**config.mk**
```make
export PLATFORM = sky130hd
export DESIGN_NAME = onehot_code_expander
export DESIGN_NICKNAME = d
export VERILOG_FILES = /design/src/rtl/onehot_code_expander.sv
export SDC_FILE = /design/constraint.sdc
export NUM_CORES = 1
export LEC_CHECK = 0
export ABC_AREA = 1
export CORE_MARGIN = 8
export CORE_UTILIZATION = 30
export CTS_CLUSTER_DIAMETER = 60
export DETAILED_ROUTE_END_ITERATION = 16
export SYNTH_ARGS = -nofsm -noshare
export SYNTH_HDL_FRONTEND = slang
export SYNTH_SLANG_ARGS = --single-unit
```
**constraint.sdc**
```tcl
create_clock -name clk -period 1.5 [get_ports clk]
set_input_delay 0.3 -clock clk [delete_from_list [all_inputs] [get_ports clk]]
set_output_delay 0.3 -clock clk [all_outputs]
set_load 0.02 [all_outputs]
```
**src/rtl/onehot_code_expander.sv**
```systemverilog
// Expands a strobe-captured 4-bit index code (plus none flag) into a registered 16-bit one-hot vector,
// held (latch mode) or driven for PULSE_LEN cycles (pulse mode). `define STROBE_SYNC_EN adds a 2-flop strobe synchronizer.
module onehot_code_expander #(
   parameter int PULSE_LEN = 4
) (
   input  logic       clk,
   input  logic       rst_n,
   input  logic       ena,
   input  logic [7:0] ui_in,
   output logic [7:0] uo_out,
   input  logic [7:0] uio_in,
   output logic [7:0] uio_out,
   output logic [7:0] uio_oe
);

   typedef enum logic [1:0] {
      IDLE  = 2'd0,
      HOLD  = 2'd1,
      PULSE = 2'd2
   } state_t;

   localparam logic [7:0] PULSE_RELOAD = 8'(PULSE_LEN - 1);

   logic [3:0]  index;
   logic        none;
   logic        strobe_raw;
   logic        mode;
   logic        clear;

   logic        strobe;
   logic        s3;
   logic        capture;

   logic [15:0] decoded;

   state_t      state;
   state_t      state_next;
   logic [15:0] vec;
   logic [15:0] vec_next;
   logic [7:0]  count;
   logic [7:0]  count_next;

   logic        unused_inputs;

   assign index      = ui_in[3:0];
   assign none       = ui_in[4];
   assign strobe_raw = ui_in[5];
   assign mode       = ui_in[6];
   assign clear      = ui_in[7];

   // Power-good and the bidirectional inputs carry nothing for this block.
   assign unused_inputs = ena ^ (^uio_in);

`ifdef STROBE_SYNC_EN
   logic s1;
   logic s2;

   always_ff @(posedge clk or negedge rst_n) begin
      if (!rst_n) begin
         s1 <= 1'b0;
         s2 <= 1'b0;
      end else begin
         s1 <= strobe_raw;
         s2 <= s1;
      end
   end

   assign strobe = s2;
`else
   assign strobe = strobe_raw;
`endif

   // Edge history keeps running through clear so a strobe held across clear cannot re-fire.
   always_ff @(posedge clk or negedge rst_n) begin
      if (!rst_n) begin
         s3 <= 1'b0;
      end else begin
         s3 <= strobe;
      end
   end

   assign capture = strobe & ~s3;

   // Index 15 is never produced by the encoder and decodes like "none".
   always_comb begin
      decoded = 16'h0000;
      if (!none && (index != 4'hF)) begin
         decoded[index] = 1'b1;
      end
   end

   always_ff @(posedge clk or negedge rst_n) begin
      if (!rst_n) begin
         state <= IDLE;
         vec   <= 16'h0000;
         count <= 8'h00;
      end else begin
         state <= state_next;
         vec   <= vec_next;
         count <= count_next;
      end
   end

   always_comb begin
      state_next = state;
      vec_next   = vec;
      count_next = count;

      if (clear) begin
         state_next = IDLE;
         vec_next   = 16'h0000;
         count_next = 8'h00;
      end else if (capture) begin
         vec_next = decoded;
         if (mode) begin
            state_next = PULSE;
            count_next = PULSE_RELOAD;
         end else begin
            state_next = HOLD;
            count_next = 8'h00;
         end
      end else begin
         case (state)
            IDLE: begin
               vec_next = 16'h0000;
            end
            HOLD: begin
               vec_next = vec;
            end
            PULSE: begin
               // Reload is PULSE_LEN-1, so the vector is visible for exactly PULSE_LEN cycles.
               if (count == 8'h00) begin
                  state_next = IDLE;
                  vec_next   = 16'h0000;
               end else begin
                  count_next = count - 8'h01;
               end
            end
            default: begin
               state_next = IDLE;
               vec_next   = 16'h0000;
               count_next = 8'h00;
            end
         endcase
      end
   end

   assign uo_out  = vec[7:0];
   assign uio_out = vec[15:8];
   assign uio_oe  = 8'hFF;

endmodule

```
### Word level (Yosys, flattened, before mapping)

Index checks and enable logic that the tools add are counted.

* add/sub/neg operators: 1
* magnitude comparators: 2
* eq/ne operators: 7
* muxes and demuxes: 17
* bitwise gates (word level): 2
* reduce and logical (&&, ||, !) cells: 9

Operator list (count)
* 16-bit two-way mux: 4
* 16-bit case mux with 2 select lines: 1
* 8-bit two-way mux: 3
* 8-bit case mux with 2 select lines: 1
* 4-bit != test (second input constant): 3
* 2-bit two-way mux: 5
* 8-bit zero test: 1
* 8-bit by 1-bit subtractor with 8-bit output (second input constant): 1
* 2-bit AND reduction: 3
* 4-bit by 5-bit less-than comparator with 1-bit output (second input constant): 1
* 1-bit demux with 4-bit select: 1
* 4-bit by 1-bit >= comparator with 1-bit output (second input constant): 1
* 2-bit case mux with 2 select lines: 1
* 3-bit by 1-bit != test with 1-bit output (second input constant): 1
* 3-bit != test (second input constant): 1
* 2-bit by 1-bit == test with 1-bit output (second input constant): 1
* 2-bit == test (second input constant): 1
* 1-bit logical AND: 2
* 2-bit zero test: 1
* 2-bit OR reduction: 1
* 1-bit bitwise AND: 1
* 1-bit zero test: 1
* 1-bit two-way mux: 1
* 1-bit inverter: 1

* bits in registers: 27
* bits of input ports: 19
* output and inout bits: 24

### Depth between registers and ports, before layout

Gate-level depths: netlist (run 1).

* word-level depth: 7
* mapped depth: 9
* mapped depth without buffers: 9

### Worst setup path before layout (run 1)

OpenSTA, ideal clock, no wires.

* path kind: register to register
* from: reg count[0]
* to: reg vec[10]
* setup time: 0.126 ns
* data arrival time: 1.300 ns
* required time: 1.374 ns
* slack: 0.074 ns
* cell stages (with the launch flop): 9
* path buffers: 1
* period minus slack after synthesis: 1.426 ns
* cells stage by stage: dfrtp_1 inv_1 ha_1 nand2_1 o21ai_2 o21ai_4 buf_8 nand2_2 o21ai_1

* word-level cells in the longest chain between the ends: 3

Ends and longest elaborated chain
* start, declared: RTL line 40 `logic [7:0] count;`
* start signal, assigned: RTL line 100 `count <= count_next;`
* 8-bit zero test: RTL line 132 `if (count == 8'h00) begin`
* 4-bit != test (no source line)
* 2-bit AND reduction (no source line)
* end signal, assigned: RTL line 99 `vec <= vec_next;`
* end, declared: RTL line 38 `logic [15:0] vec;`

No other way between the ends.
A chain may end at the register's enable or synchronous reset.

### Final worst setup path (run 1)

* from: reg count[0]
* to: reg vec[14]

Same word-level chain as after synthesis.

==> metrics.cfg, run 1 <==
[critical_path]
critPathKind=reg2reg
reg2reg_depth=8
path_cells=inv_2 > ha_4 > nand2_2 > o21ai_4 > o21ai_4 > clkbuf_16 > nand2_2 > o21ai_1
crit_path_start_kind=flop
endpoint_kind=flop
crit_slowest_cell=dfrtp_1
cp.arrival_ns=1.57
critPathMaxFanout=8
crit_path_max_incr_delay_ns=0.39
required_ns=1.66

[final_layout]
fin_area_um2=2030
antenna_cells=0
final_util_pct=42.7
nets=257
fillerInstances=517
regArea_um2=676
drive_above_1_share_pct=24.6
multiInputGateArea_um2=699
synthToLayoutAreaGrowth_pct=35.9

[global_routing]
use_met3_pct=2.17
use_met1_pct=13.0
grt_use_met2_pct=15.3
antenna_found_initial=0
grt_overflow=0
grt_max_degree=28
grt_first_pass_wirelength_um=6020
grt_pass1_vias=1310
busiest_layer=met2
track_usage_pct=9.76

[timing]
fin_tns_setup_ns=0
drv_slew=0
hold_viol=0
holdWs_ns=0.391
fin_crit_ns=1.41
setup_viol=0
max_freq_mhz=710
min_period_over_period_pct=93.9
clock-skew-final_ns=0.00702

[clock_network]
cts_tree=built
cts_made_buffers=3
root_buffer=clkbuf_8
clock-sinks=27
clk_pin_slew_ns=0.10
clock_path_buffers=2
hold_buffers=0
clock_latency_ns=0.28
htree_levels=1

[floorplanning]
die_x_um=86.6
dieArea_um2=7500
initial_utilization_pct=31.4
ioPinCount=43
fp-row-count=25
die_height_um=86.6
core_area_um2=4750

[logic_synthesis]
async_flop_share_pct=100
synth.avg_cell_area_um2=8.00
synth_cell_types=24
synth_common_cells=nand2_1, dfrtp_1, inv_1, nor2_1, o21ai_0
synthTopCellsByArea=dfrtp_1, nand2_1, inv_1
synth-seq-cells=27
yosysSeqAreaShare_pct=45.2
synth_warnings=0
netlist.area_leader.share_pct=45.2
synth_edf_count=0
ys.flop_type=dfrtp_1
synthesis.area_um2=1500
synth_most_common_cell=nand2_1
synthCells=187
synth_top_area_cell=dfrtp_1

[power_and_ir_drop]
total_power_w=0.00156
p_leak_nw=1.05
p_per_area_nw_per_um2=767
ir_drop_uv=613

[route]
firstDrtPassIters=4
drt_iter0_markers=47
antenna_left=0
routed_via_density=4.20
wl_um=3580
wl_per_cell_um=11.8
drc=0
num_vias=1272

[place]
dp_hpwl_um=2670
portBuffers=25
gp_congestion=0.769
place_area_um2=1900

[outcome]
run_status=finished, final reports clean

[run]
cap_violations=0

[hold_path]
hold_path_class=in2async

routing by layer:
layer  up-vias  wire (um)  part of all wire, %
li1        674          -                    -
met1       572       1710                   48
met2        24       1690                   47
met3         2        141                  3.9
met4         0         38                  1.1
met5         -          0                    0
placed cells by master, fill, tap and decap left out, types with 9 or more instances in the layout:
cell / count
buf_4: 20
clkdlybuf4s50_1: 9
dfrtp_1: 27
dlygate4sd2_1: 16
inv_1: 22
nand2_1: 34
nand2_2: 13
nand3_1: 12
nor2_1: 19
o21ai_0: 13
path summary, 6_finish.rpt:
path	start	end	slack [ns]
max in group asynchronous	rst_n	count[1]$_DFFE_PN0P_	0.84
worst min register to register	vec[15]$_DFFE_PN0P_	vec[15]$_DFFE_PN0P_	0.49
worst max-delay path	count[0]$_DFFE_PN0P_	vec[14]$_DFFE_PN0P_	0.09
worst min-delay path	rst_n	vec[9]$_DFFE_PN0P_	0.39
worst max register to register	count[0]$_DFFE_PN0P_	vec[14]$_DFFE_PN0P_	0.09
min in group clk	vec[15]$_DFFE_PN0P_	vec[15]$_DFFE_PN0P_	0.49
sequential cells by signal, indices dropped and copies added, names as in the netlist:
signal and cells:
state 2, vec 16, count 8, s3 1
stage by stage:
step / setup slack, ns / instances
after global routing: -0.0108 / 303
after CTS: 0.0244 / 297
after detailed placement: -0.272 / 293
after floorplan: 0.0741 / 194
final: 0.0911 / 303
after global placement: -0.242 / 293
power by group:
| part | internal (W) | switching, W |
|---|---|---|
| Sequential | 0.000752 | 0.0000198 |
| Clock | 0.000187 | 0.000235 |
| Combinational | 0.000148 | 0.000218 |
kinds of logic after synthesis:
logic type / Yosys count / synth area share (%)
adder cells (fa/ha/maj): 1 / 0.837
flip-flops: 27 / 45.2
AO/OA/AOI/OAI: 28 / 11.0
other: 1 / 0.251
AND/OR/NAND/NOR: 93 / 30.4
buffers and inverters: 36 / 11.8
XOR/XNOR: 1 / 0.586
critical path, delay by kind of cell, from the launching register on:
kind                       cells  cell delay, ns
DFF                            1            0.39
AOI/OAI and AO/OA              3            0.35
buffers and inverters          2            0.27
adders and majority gates      1            0.14
and+or+nand+nor                2            0.13
final cells by class:
class	count	area share [%]
multi-input combinational	131	34.4
inverter	27	4.99
sequential	27	33.3
tap	67	4.13
timing repair buffer	47	20.9
clock buffer	3	2.03
clock inverter	1	0.246
timing repair:
item                                    CTS  global route
resized for setup                        16             9
pin swaps                                 0             5
gates cloned                              0             1
setup buffers                             0             5
endpoints found under the setup margin   16            18
Power figures use the tool's default switching activity.
==> run 2, diff against run 1 <==
--- a/config.mk
+++ b/config.mk
@@ -7,9 +7,10 @@
 export LEC_CHECK = 0
 export ABC_AREA = 1
 export CORE_MARGIN = 8
-export CORE_UTILIZATION = 30
+export CORE_UTILIZATION = 42
 export CTS_CLUSTER_DIAMETER = 60
 export DETAILED_ROUTE_END_ITERATION = 16
+export PLACE_DENSITY = 0.75
 export SYNTH_ARGS = -nofsm -noshare
 export SYNTH_HDL_FRONTEND = slang
 export SYNTH_SLANG_ARGS = --single-unit
==> run 2 against run 1 <==
Compared with the run above: critical path depth unchanged; cell area decreased by 5.5%; largest power group unchanged; die area decreased by 24%; utilization increased by 14 points; sequential share of layout area increased by 2.0 points; power decreased by 6.9%; clock-buffer cell count increased by 1; setup slack got worse by 0.018 ns.
==> metrics.cfg, run 2 (same netlist as run 1, synthesis figures left out) <==
[critical_path]
critPathMaxFanout=8  ; unchanged
crit_path_start_kind=flop
endpoint_kind=flop
critPathKind=reg2reg
cp.arrival_ns=1.64  ; +0.07 ns
required_ns=1.72  ; +0.06 ns

[global_routing]
use_met3_pct=1.18  ; -0.99 points
busiest_layer=met2
grt_max_degree=28  ; unchanged
grt_pass1_vias=1181  ; -9.8%
use_met1_pct=16.5  ; +3.5 points
track_usage_pct=12.3  ; +2.5 points
grt_first_pass_wirelength_um=5410  ; -10%
grt_use_met2_pct=19.7  ; +4.4 points
antenna_found_initial=0  ; unchanged
grt_overflow=0  ; unchanged

[place]
portBuffers=25  ; unchanged
dp_cells=270  ; -7.8%
gp_congestion=0.826  ; +7.4%
dp_hpwl_um=2550  ; -4.4%

[floorplanning]
fp-row-count=21  ; -16%
core_area_um2=3390  ; -29%
initial_utilization_pct=44.1  ; +13 points
die_x_um=75.7  ; -13%
die_height_um=75.7  ; -13%
dieArea_um2=5730  ; -24%
ioPinCount=43  ; unchanged

[timing]
clock-skew-final_ns=0.0110  ; +0.00397 ns
max_freq_mhz=701  ; -1.2%
hold_viol=0  ; unchanged
fin_tns_setup_ns=0  ; unchanged
setup_viol=0  ; unchanged
min_period_over_period_pct=95.1  ; +1.2 points
fin_crit_ns=1.43  ; +0.0176 ns
drv_slew=0  ; unchanged

[clock_network]
htree_levels=1  ; unchanged
clk_pin_slew_ns=0.15  ; +0.05 ns
clock_path_buffers=2  ; unchanged
cts_made_buffers=3  ; unchanged
cts_tree=built
clock_latency_ns=0.33  ; +0.05 ns
hold_buffers=0  ; unchanged
clock-sinks=27  ; unchanged
postCtsSetupBuffers=0  ; unchanged
root_buffer=clkbuf_4

[final_layout]
largestRegisters=vec x16, count x8, state x2
drive_above_1_share_pct=22.3  ; -2.3 points
layout_common_cells=nand2_1, dfrtp_1, inv_1
largest_reg_flops=16  ; unchanged
antenna_cells=0  ; unchanged
synthToLayoutAreaGrowth_pct=28.4
nets=250  ; -2.7%
final_common_cell=nand2_1
top_register=vec
finalNonFillerCells=275  ; -9.2%

[run]
cap_violations=0  ; unchanged

[power_and_ir_drop]
ir_drop_uv=474  ; -23%
p_per_area_nw_per_um2=757  ; -1.4%
p_leak_nw=1.00  ; -5.0%

[route]
wl_um=3370  ; -5.8%
num_vias=1294  ; +1.7%
wl_per_cell_um=12.3  ; +3.8%
antenna_left=0  ; unchanged
firstDrtPassIters=4  ; unchanged
drt_iter0_markers=34  ; -28%
routed_via_density=4.71  ; +12%
drc=0  ; unchanged

[hold_path]
hold_path_class=in2async

[outcome]
run_status=finished, final reports clean

## run 2: final timing paths
kind	slack, ns	depth (start not counted)	start	endpoint
setup / recovery	0.07	8	state[0]$_DFFE_PN0P_	count[1]$_DFFE_PN0P_
setup reg to reg	0.07	8	state[0]$_DFFE_PN0P_	count[1]$_DFFE_PN0P_
hold reg to reg	0.50	2	vec[8]$_DFFE_PN0P_	vec[8]$_DFFE_PN0P_
hold / removal	0.32	2	rst_n	vec[10]$_DFFE_PN0P_
max in group asynchronous	0.90	2	rst_n	count[3]$_DFFE_PN0P_
min in group clk	0.50	2	vec[8]$_DFFE_PN0P_	vec[8]$_DFFE_PN0P_
## run 2: worst max-delay path, stage by stage, from the launching register on
cell        delay (ns)
dfrtp_1           0.43
clkinvlp_4        0.15
nand2_2           0.10
nor2_4            0.18
nand2_2           0.13
nand2_4           0.09
inv_2             0.07
nand3_1           0.07
o21ai_0           0.09
## run 2: what timing repair did
item,in CTS,in global routing
resized for setup,16,14
cloned,0,1
endpoints found under the setup margin,16,23
pin swaps,0,4
## run 2: stage by stage
stage / util [%] / setup slack [ns] / hold WS [ns] / cell area (um2) / total power [W]
3_3_place_gp: 54.9 / -0.232 / 0.468 / 1860 / 0.00110
2_1_floorplan: - / 0.0741 / 0.00441 / 1520 / 0.00100
6_report: 56.6 / 0.0735 / 0.316 / 1920 / 0.00145
5_1_grt: 56.6 / -0.0196 / 0.338 / 1920 / 0.00153
4_1_cts: 55.0 / 0.0150 / 0.331 / 1870 / 0.00141
3_5_place_dp: 54.9 / -0.288 / 0.474 / 1860 / 0.00110
## run 2: per-layer routing
metal	vias up	wire length, um	share of wire, %
li1	664	-	-
met1	594	1640	49
met2	31	1540	46
met3	5	143	4.2
met4	0	52	1.5
met5	-	0	0
## run 2: layout make-up
| type | instances | area, um2 |
|---|---|---|
| fillers | 315 | 1470 |
| multi-input cells | 132 | 718 |
| flip-flops and latches | 27 | 677 |
| repair buffers | 39 | 335 |
| inverters | 27 | 105 |
| well taps | 46 | 57.6 |
| clock buffers | 4 | 26.3 |
## run 2: where the power goes
group          leakage (nW)  switching [W]  internal (W)
Sequential            0.369      0.0000181      0.000752
Combinational         0.617       0.000222      0.000135
Clock                0.0150       0.000220      0.000104
==> run 3, diff against run 2 <==
--- a/config.mk
+++ b/config.mk
@@ -8,7 +8,6 @@
 export ABC_AREA = 1
 export CORE_MARGIN = 8
 export CORE_UTILIZATION = 42
-export CTS_CLUSTER_DIAMETER = 60
 export DETAILED_ROUTE_END_ITERATION = 16
 export PLACE_DENSITY = 0.75
 export SYNTH_ARGS = -nofsm -noshare
==> results of run 3 <==
The final DEF is identical to that of run 2; final timing and power are the same.
